--- src/rtl/adaptive_filter_pkg.sv ---
// Shared types and helpers for the adaptive filter and its scheduler.
// Samples are signed Q8.6, 14 bits wide.
package adaptive_filter_pkg;

    localparam int WORDLENGTH        = 14;
    localparam int FRACTIONAL_LENGTH = 6;

    typedef logic signed [WORDLENGTH-1:0] sample_t;

    typedef enum logic {
        MODE_DIFF  = 1'b0,
        MODE_INTEG = 1'b1
    } mode_t;

    typedef enum logic [1:0] {
        ST_FLUSH,
        ST_RUN,
        ST_DRAIN
    } sched_state_t;

    function automatic int max_int(input int a, input int b);
        return (a > b) ? a : b;
    endfunction

endpackage

--- src/rtl/adaptive_filter_sched_if.sv ---
// Sample stream, mode-request channel and result stream of the scheduler.
// The slave side is the scheduler; the master side is the sample source/sink.
interface adaptive_filter_sched_if #(
    parameter int DATA_WIDTH = 14
);
    logic                  s_tvalid;
    logic                  s_tready;
    logic [DATA_WIDTH-1:0] s_tdata;
    logic                  mode_req_valid;
    logic                  mode_req;
    logic                  mode_req_ready;
    logic                  m_tvalid;
    logic [DATA_WIDTH-1:0] m_tdata;

    modport slave (
        input  s_tvalid, s_tdata, mode_req_valid, mode_req,
        output s_tready, mode_req_ready, m_tvalid, m_tdata
    );

    modport master (
        output s_tvalid, s_tdata, mode_req_valid, mode_req,
        input  s_tready, mode_req_ready, m_tvalid, m_tdata
    );
endinterface

--- src/rtl/adaptive_filter_sched_valid_delay_line.sv ---
// Shift register that carries sample tags alongside the filter pipeline.
module valid_delay_line #(
    parameter int DEPTH = 1
) (
    input  logic clk,
    input  logic srst_n,
    input  logic din,
    output logic dout
);
    logic [DEPTH-1:0] shift_q;

    genvar gi;
    generate
        for (gi = 0; gi < DEPTH; gi++) begin : g_stage
            always_ff @(posedge clk) begin
                if (!srst_n) begin
                    shift_q[gi] <= 1'b0;
                end else if (gi == 0) begin
                    shift_q[gi] <= din;
                end else begin
                    shift_q[gi] <= shift_q[(gi == 0) ? 0 : gi-1];
                end
            end
        end
    endgenerate

    assign dout = shift_q[DEPTH-1];

endmodule

--- src/rtl/adaptive_filter_sched.sv ---
// Sequences one adaptive_filter: tags samples in flight, drains them before a
// mode switch, then holds the filter in reset so history never crosses modes.
module adaptive_filter_sched
    import adaptive_filter_pkg::*;
#(
    parameter int   DATA_WIDTH     = 14,
    parameter int   FILTER_LATENCY = 1,
    parameter int   FLUSH_CYCLES   = 2,
    parameter logic DEFAULT_MODE   = 1'b1
) (
    input  logic                  clk,
    input  logic                  srst_n,
    adaptive_filter_sched_if.slave bus,
    output logic                  flt_srst,
    output logic                  flt_ctrl,
    output logic [DATA_WIDTH-1:0] flt_s_tdata,
    input  logic [DATA_WIDTH-1:0] flt_m_tdata,
    output logic                  cur_mode,
    output logic                  busy
);
    localparam int CNT_MAX = max_int(FLUSH_CYCLES, FILTER_LATENCY + 1);
    localparam int CNT_W   = $clog2(CNT_MAX + 1);

    sched_state_t          state_q, state_d;
    logic [CNT_W-1:0]      cnt_q, cnt_d;
    logic                  cur_mode_q, cur_mode_d;
    logic                  pending_q, pending_d;
    logic [DATA_WIDTH-1:0] flt_s_tdata_q;
    logic [DATA_WIDTH-1:0] m_tdata_q;
    logic                  tag_q;
    logic                  m_tvalid_q;
    logic                  line_out;
    logic                  run;
    logic                  s_fire;
    logic                  m_fire;

    assign run    = (state_q == ST_RUN);
    assign s_fire = bus.s_tvalid && run;
    assign m_fire = bus.mode_req_valid && run;

    always_comb begin
        state_d    = state_q;
        cnt_d      = cnt_q;
        cur_mode_d = cur_mode_q;
        pending_d  = pending_q;
        case (state_q)
            ST_FLUSH: begin
                if (cnt_q == CNT_W'(FLUSH_CYCLES - 1)) begin
                    state_d = ST_RUN;
                    cnt_d   = '0;
                end else begin
                    cnt_d = cnt_q + CNT_W'(1);
                end
            end
            ST_RUN: begin
                // A request for the mode already applied is simply acknowledged.
                if (m_fire && (bus.mode_req != cur_mode_q)) begin
                    pending_d = bus.mode_req;
                    state_d   = ST_DRAIN;
                    cnt_d     = '0;
                end
            end
            ST_DRAIN: begin
                // New mode lands on the same edge the filter reset is raised.
                if (cnt_q == CNT_W'(FILTER_LATENCY)) begin
                    state_d    = ST_FLUSH;
                    cnt_d      = '0;
                    cur_mode_d = pending_q;
                end else begin
                    cnt_d = cnt_q + CNT_W'(1);
                end
            end
            default: begin
                state_d = ST_FLUSH;
                cnt_d   = '0;
            end
        endcase
    end

    always_ff @(posedge clk) begin
        if (!srst_n) begin
            state_q       <= ST_FLUSH;
            cnt_q         <= '0;
            cur_mode_q    <= DEFAULT_MODE;
            pending_q     <= DEFAULT_MODE;
            flt_s_tdata_q <= '0;
            tag_q         <= 1'b0;
            m_tvalid_q    <= 1'b0;
            m_tdata_q     <= '0;
        end else begin
            state_q       <= state_d;
            cnt_q         <= cnt_d;
            cur_mode_q    <= cur_mode_d;
            pending_q     <= pending_d;
            flt_s_tdata_q <= s_fire ? bus.s_tdata : '0;
            tag_q         <= s_fire;
            m_tvalid_q    <= line_out;
            m_tdata_q     <= flt_m_tdata;
        end
    end

    valid_delay_line #(
        .DEPTH (FILTER_LATENCY)
    ) u_valid_line (
        .clk    (clk),
        .srst_n (srst_n),
        .din    (tag_q),
        .dout   (line_out)
    );

    assign bus.s_tready       = run;
    assign bus.mode_req_ready = run;
    assign bus.m_tvalid       = m_tvalid_q;
    assign bus.m_tdata        = m_tdata_q;
    assign flt_srst           = (state_q == ST_FLUSH);
    assign flt_ctrl           = cur_mode_q;
    assign flt_s_tdata        = flt_s_tdata_q;
    assign cur_mode           = cur_mode_q;
    assign busy               = !run;

endmodule
--- src/flat_wrapper.sv ---
// flat-port wrapper written by rule: the top's interface ports become plain ports
module adaptive_filter_sched_flat import adaptive_filter_pkg::*;
#(
    parameter int   DATA_WIDTH     = 14,
    parameter int   FILTER_LATENCY = 1,
    parameter int   FLUSH_CYCLES   = 2,
    parameter logic DEFAULT_MODE   = 1'b1
)
  (clk, srst_n, flt_srst, flt_ctrl, flt_s_tdata, flt_m_tdata, cur_mode, busy, bus_s_tvalid, bus_s_tdata, bus_mode_req_valid, bus_mode_req, bus_s_tready, bus_mode_req_ready, bus_m_tvalid, bus_m_tdata);
  adaptive_filter_sched_if #(.DATA_WIDTH(DATA_WIDTH)) bus_i ();
  input  logic clk;
  input  logic srst_n;
  output logic flt_srst;
  output logic flt_ctrl;
  output logic [DATA_WIDTH-1:0] flt_s_tdata;
  input  logic [DATA_WIDTH-1:0] flt_m_tdata;
  output logic cur_mode;
  output logic busy;
  input wire logic [$bits(bus_i.s_tvalid)-1:0] bus_s_tvalid;
  input wire logic [$bits(bus_i.s_tdata)-1:0] bus_s_tdata;
  input wire logic [$bits(bus_i.mode_req_valid)-1:0] bus_mode_req_valid;
  input wire logic [$bits(bus_i.mode_req)-1:0] bus_mode_req;
  output wire logic [$bits(bus_i.s_tready)-1:0] bus_s_tready;
  output wire logic [$bits(bus_i.mode_req_ready)-1:0] bus_mode_req_ready;
  output wire logic [$bits(bus_i.m_tvalid)-1:0] bus_m_tvalid;
  output wire logic [$bits(bus_i.m_tdata)-1:0] bus_m_tdata;
  assign bus_i.s_tvalid = bus_s_tvalid;
  assign bus_i.s_tdata = bus_s_tdata;
  assign bus_i.mode_req_valid = bus_mode_req_valid;
  assign bus_i.mode_req = bus_mode_req;
  assign bus_s_tready = bus_i.s_tready;
  assign bus_mode_req_ready = bus_i.mode_req_ready;
  assign bus_m_tvalid = bus_i.m_tvalid;
  assign bus_m_tdata = bus_i.m_tdata;
  adaptive_filter_sched #(.DATA_WIDTH(DATA_WIDTH), .FILTER_LATENCY(FILTER_LATENCY), .FLUSH_CYCLES(FLUSH_CYCLES), .DEFAULT_MODE(DEFAULT_MODE)) u_core (.clk(clk), .srst_n(srst_n), .bus(bus_i), .flt_srst(flt_srst), .flt_ctrl(flt_ctrl), .flt_s_tdata(flt_s_tdata), .flt_m_tdata(flt_m_tdata), .cur_mode(cur_mode), .busy(busy));
endmodule
--- config.mk ---
export PLATFORM = sky130hd
export DESIGN_NAME = adaptive_filter_sched_flat
export DESIGN_NICKNAME = d
export VERILOG_FILES = /design/src/rtl/adaptive_filter_pkg.sv /design/src/rtl/adaptive_filter_sched_if.sv /design/src/rtl/adaptive_filter_sched_valid_delay_line.sv /design/src/rtl/adaptive_filter_sched.sv /design/src/flat_wrapper.sv
export SDC_FILE = /design/constraint.sdc
export NUM_CORES = 1
export LEC_CHECK = 0
export CORE_ASPECT_RATIO = 0.7
export CORE_MARGIN = 5
export CORE_UTILIZATION = 39
export CTS_CLUSTER_SIZE = 8
export DETAILED_ROUTE_END_ITERATION = 16
export PLACE_DENSITY = 0.81
export SETUP_SLACK_MARGIN = 0.4
export SLEW_MARGIN = 30
export SYNTH_ARGS = -nofsm -noshare
export SYNTH_HDL_FRONTEND = slang
export SYNTH_SLANG_ARGS = --single-unit
--- constraint.sdc ---
create_clock -name clk -period 1.7 [get_ports clk]
set_input_delay 0.34 -clock clk [delete_from_list [all_inputs] [get_ports clk]]
set_output_delay 0.34 -clock clk [all_outputs]
set_load 0.05 [all_outputs]
# After elaboration in Yosys (flattened, before gate mapping)
# Cells that the tools add are included.
# word_totals
ff_bits,37
output_inout_bits,35
# classes
n_addsub,1
n_eq_ne,7
muxes,7
n_reduce_logical,10
# op_table
cell,n
two-way mux 2 bit,5
case mux 2 bit (3 select lines),1
AND reduction 2 bit,3
equality test 2 x 1 -> 1 bit (second input constant),2
!= test 2 x 1 -> 1 bit (second input constant),2
case mux 2 bit (2 select lines),1
logical AND 1 bit,3
AND reduction 3 bit,1
adder 2 x 1 -> 2 bit (second input constant),1
equality test 2 bit (second input constant),1
zero test 2 bit,1
!= test 2 bit (second input constant),1
OR reduction 2 bit,1
zero test 1 bit,1
!= test 1 bit,1

# Depth between registers and ports, before layout
# depth
word_depth,5
ltp_mapped,5
depth_no_buf,3

# Modules after synthesis
# A second synthesis with hierarchy kept.
# hier_totals
cells_unflattened,96
hier_area_um2,1147.4
# modules_own_cells
mod,n_inst,cells_each,area_per_inst_um2,seq_area_each_um2
adaptive_filter_sched,1,94,1121.1,720.7
valid_delay_line,1,2,26.3,20.0

# Worst setup path after synthesis
# Ideal clock, no wire load.
# synth_path
kind,flip-flop to flip-flop
start,"register u_core.cur_mode_q, in the netlist u_core.cur_mode"
end,register u_core.state_q[0]
setup_ns,0.115
arrival_ns,1.278
required_ns,1.585
path_slack_ns,0.308
stages_incl_launch_ff,4
path_buffers,0
period_less_slack_ns,1.392
cell_sequence,dfxtp_1 xnor2_1 nor2_1 a2111oi_0
# synth_between
elab_chain_cells,4
# synth_rtl
element,line,rtl
"start, declared",adaptive_filter_sched.sv:26,"logic cur_mode_q, cur_mode_d;"
"start signal, assigned",adaptive_filter_sched.sv:93,cur_mode_q <= cur_mode_d;
!= test 1 bit,adaptive_filter_sched.sv:57,if (m_fire && (bus.mode_req != cur_mode_q)) begin
logical AND 1 bit,adaptive_filter_sched.sv:57,
!= test 2 bit (no line),--,
AND reduction 3 bit (no line),--,
"end signal, assigned",adaptive_filter_sched.sv:91,state_q <= state_d;
"end, declared",adaptive_filter_sched.sv:24,"sched_state_t state_q, state_d;"
# Every way passes these cells.
# A chain may end at the register's enable or synchronous reset.

# Worst setup path in the final report
# layout_path
start,register u_core.state_q[1]
end,output bus_mode_req_ready
# layout_between
elab_chain_cells,1
# layout_rtl
element,line,rtl
equality test 2 x 1 -> 1 bit,adaptive_filter_sched.sv:37,assign run = (state_q == ST_RUN);
"end, declared",flat_wrapper.sv:24,output wire logic [$bits(bus_i.mode_req_ready)-1:0] bus_mode_req_ready;
# Every way passes these cells.

==> summary.txt <==
Status
  – Status: completed

Logic synthesis
  – Synth top cells by count: dfxtp_1 (37), and2_1 (30), buf_4 (3), inv_1 (3), nor2_1 (3)
  – Fraction of registers with async set/reset: 0%
  – Cell count after synthesis: 99
  – Share of the synthesized area in the top cell type: 65.0%
  – Warnings from Yosys: 0
  – Post-synthesis instance area: 0.00114 sq mm
  – Post-synthesis net count: 132
  – Synth top area cells: dfxtp_1 (65%), and2_1 (16%), buf_4 (2.0%)
  – Syn Area/Cell: 11.5 sq um
  – Most frequent cell after synthesis: dfxtp_1
  – Post-synth EDFFs: 0
  – Most used flip-flop cell after synthesis: dfxtp_1
  – Distinct cells, synth: 23
  – Number of synthesized register bits: 37
  – Largest area contributor in the netlist: dfxtp_1
  – Post-synthesis sequential area ratio: roughly two thirds

Timing
  – Slew @ Worst Pin: 0.390 ns
  – RSZ-0062 raised after global routing: yes
  – Crit share post-route: 85.4%
  – Fin. Hold Viols: 0
  – Maximum clock frequency: 0.689 GHz
  – Final setup violation count: 0
  – Max-slew violations: 0
  – Slew HR: between 70% and 80%
  – Setup_tns: 0 ns
  – Fin crit period: 1.45 ns
  – Final worst slack: about 0.25 ns
  – Clock skew: 0.00623 ns

Floorplan
  – Die Wd: ~75 um
  – Floorplan row count: 16
  – Initial Utilization: approximately two fifths
  – Die Y: 55.2 um
  – Die area: 0.00412 sq mm
  – CORE AREA: 0.00280 sq mm
  – Ports: 68

Worst hold path
  – Hold path startpoint: u_core.u_valid_line.dout
  – Worst hold path type: flop to flop

CTS
  – Total clock sinks: 37
  – Worst-path clk slew: 0.07 ns
  – TritonCTS Buffers: 5
  – Clk Latency, worst-skew pair: between 0.2 and 0.3 ns
  – Hold buffers post-CTS: 0
  – Clock buffer depth: 2
  – CTS tree: yes
  – H-tree depth: 2
  – Clk root buf: clkbuf_8

Worst setup path
  – Worst setup startpoint: u_core.state_q[1]
  – Critical-path cell list: nor2b_4 -> buf_4 -> buf_12
  – Crit start category: flop
  – Crit. End Element: output pin
  – Crit path max fanout: 6
  – CP max stage cell: dfxtp_2
  – CP arrival: 1.11 ns
  – Crit path kind: flop to output pin
  – Crit path largest cell delay: 0.37 ns
  – Critical path required time: between 1 and 1.5 ns
  – RR Startpoint: u_core.state_q[1]

Drt
  – Vias/cell: 4.51
  – Number of remaining DRC errors: 0
  – Remaining antenna violation count after routing: 0
  – Final WL: 2.92 mm
  – WL/cell: 13.7 um
  – Initial drt markers: 33
  – DR pass1 iterations: 4
  – Via count: 961

Final layout
  – Layout cell share with drive strength beyond 1: 37.3%
  – Net count, final: ~210
  – Area growth syn-to-layout: 75.2%
  – Number of antenna diodes: 0
  – Fillcell total: 210

Placement
  – Dpl ws: -0.113 ns
  – HPWL after DPL: 2.12 mm
  – GPL Wtd Cong: 0.742
  – IO buf count: between 60 and 70

Global route
  – Number of global-route vias before repair: about 950
  – Initial antenna violation count: 0
  – Total global-route track usage: 14.0%
  – Total grt overflow: 0
  – Largest net degree at the start of global routing: 16
  – First-pass GRT wire length: 4.26 mm

Job
  – Max Cap Violations: 0

Pwr
  – Leak: 0.883 nW
  – Maximum VDD drop: 0.579 mV
  – Power Density: roughly 1100 mW/mm^2
critical path: cells and delay by family (launching register included):
kind,cells,cell delay [ns]
buffers and inverters,2,0.27
AND/OR/NAND/NOR,1,0.19
flip-flops,1,0.37
cell families (layout without fill, tap and decap cells):
kind of cell | count (synthesis) | count (layout) | share of synthesized area, %
AND/OR/NAND/NOR | 42 | 43 | 23.6
XOR/XNOR | 1 | 1 | 0.769
buffers and inverters | 9 | 86 | 4.61
multiplexers | 1 | 1 | 0.878
AO/OA/AOI/OAI | 9 | 9 | 5.16
flip-flops | 37 | 37 | 65.0
final timing paths:
kind	cells past startpoint	slack, ns	to
max	3	0.25	bus_mode_req_ready
max reg2reg	6	0.38	u_core.flt_s_tdata[0]
min	1	0.44	u_core.bus.m_tvalid
min reg2reg	1	0.44	u_core.bus.m_tvalid
layer usage:
layer	track usage [%]	vias up	routed length [um]
li1	-	469	-
met1	13.0	429	1010
met2	21.8	59	1370
met3	11.4	4	499
met4	6.85	0	38
met5	0	-	0
placed cells by master, fill, tap and decap left out, drive strengths merged, types with 2 or more instances in the layout:
| cell | instances |
|---|---|
| buf | 43 |
| dfxtp | 37 |
| clkdlybuf4s50 | 32 |
| and2 | 30 |
| clkbuf | 7 |
| nor2 | 3 |
| and3 | 2 |
| o21ai | 2 |
| nand2 | 2 |
| inv | 2 |
| a21oi | 2 |
| nor2b | 2 |
stage by stage:
stage,hold WS [ns],utilization (%),area [sq um],power [mW],std cells
6_report,0.437,71.3,2000,2.12,213
3_5_place_dp,0.422,63.6,1780,1.33,199
3_3_place_gp,0.419,63.6,1780,1.31,199
4_1_cts,0.440,69.6,1950,2.12,210
5_1_grt,0.452,71.3,2000,2.20,213
2_1_floorplan,0.412,-,1150,1.16,99
layout make-up:
class,instances,area [sq um],area share (%)
flip-flops and latches,37,747,37.4
repair buffers,75,687,34.4
multi-input cells,54,387,19.4
clock buffers,7,86.3,4.32
well taps,36,45.0,2.26
clock inverters,1,30.0,1.50
inverters,3,15.0,0.752
power breakdown:
part,switching [mW],internal [mW],total [mW]
clock,0.288,0.478,0.766
sequential,0.0174,0.907,0.924
combinational,0.226,0.202,0.428
total,0.531,1.59,2.12
state kept, by name, indices dropped and copies added, names as in the netlist:
register	flops
u_core.bus.m_tdata	14
u_core.bus.m_tvalid	1
u_core.cnt_q	2
u_core.cur_mode	1
u_core.flt_s_tdata	14
u_core.pending_q	1
u_core.state_q	2
u_core.tag_q	1
u_core.u_valid_line.dout	1
timing repair:
action / CTS / global route
buffers inserted: 3 / 2
hold endpoints to repair: 0 / 0
setup endpoints to repair: 19 / 19
pin swaps: 0 / 10
gates cloned: 0 / 1
resized for setup: 8 / 8
No activity file was read; power rests on OpenSTA's default activity.
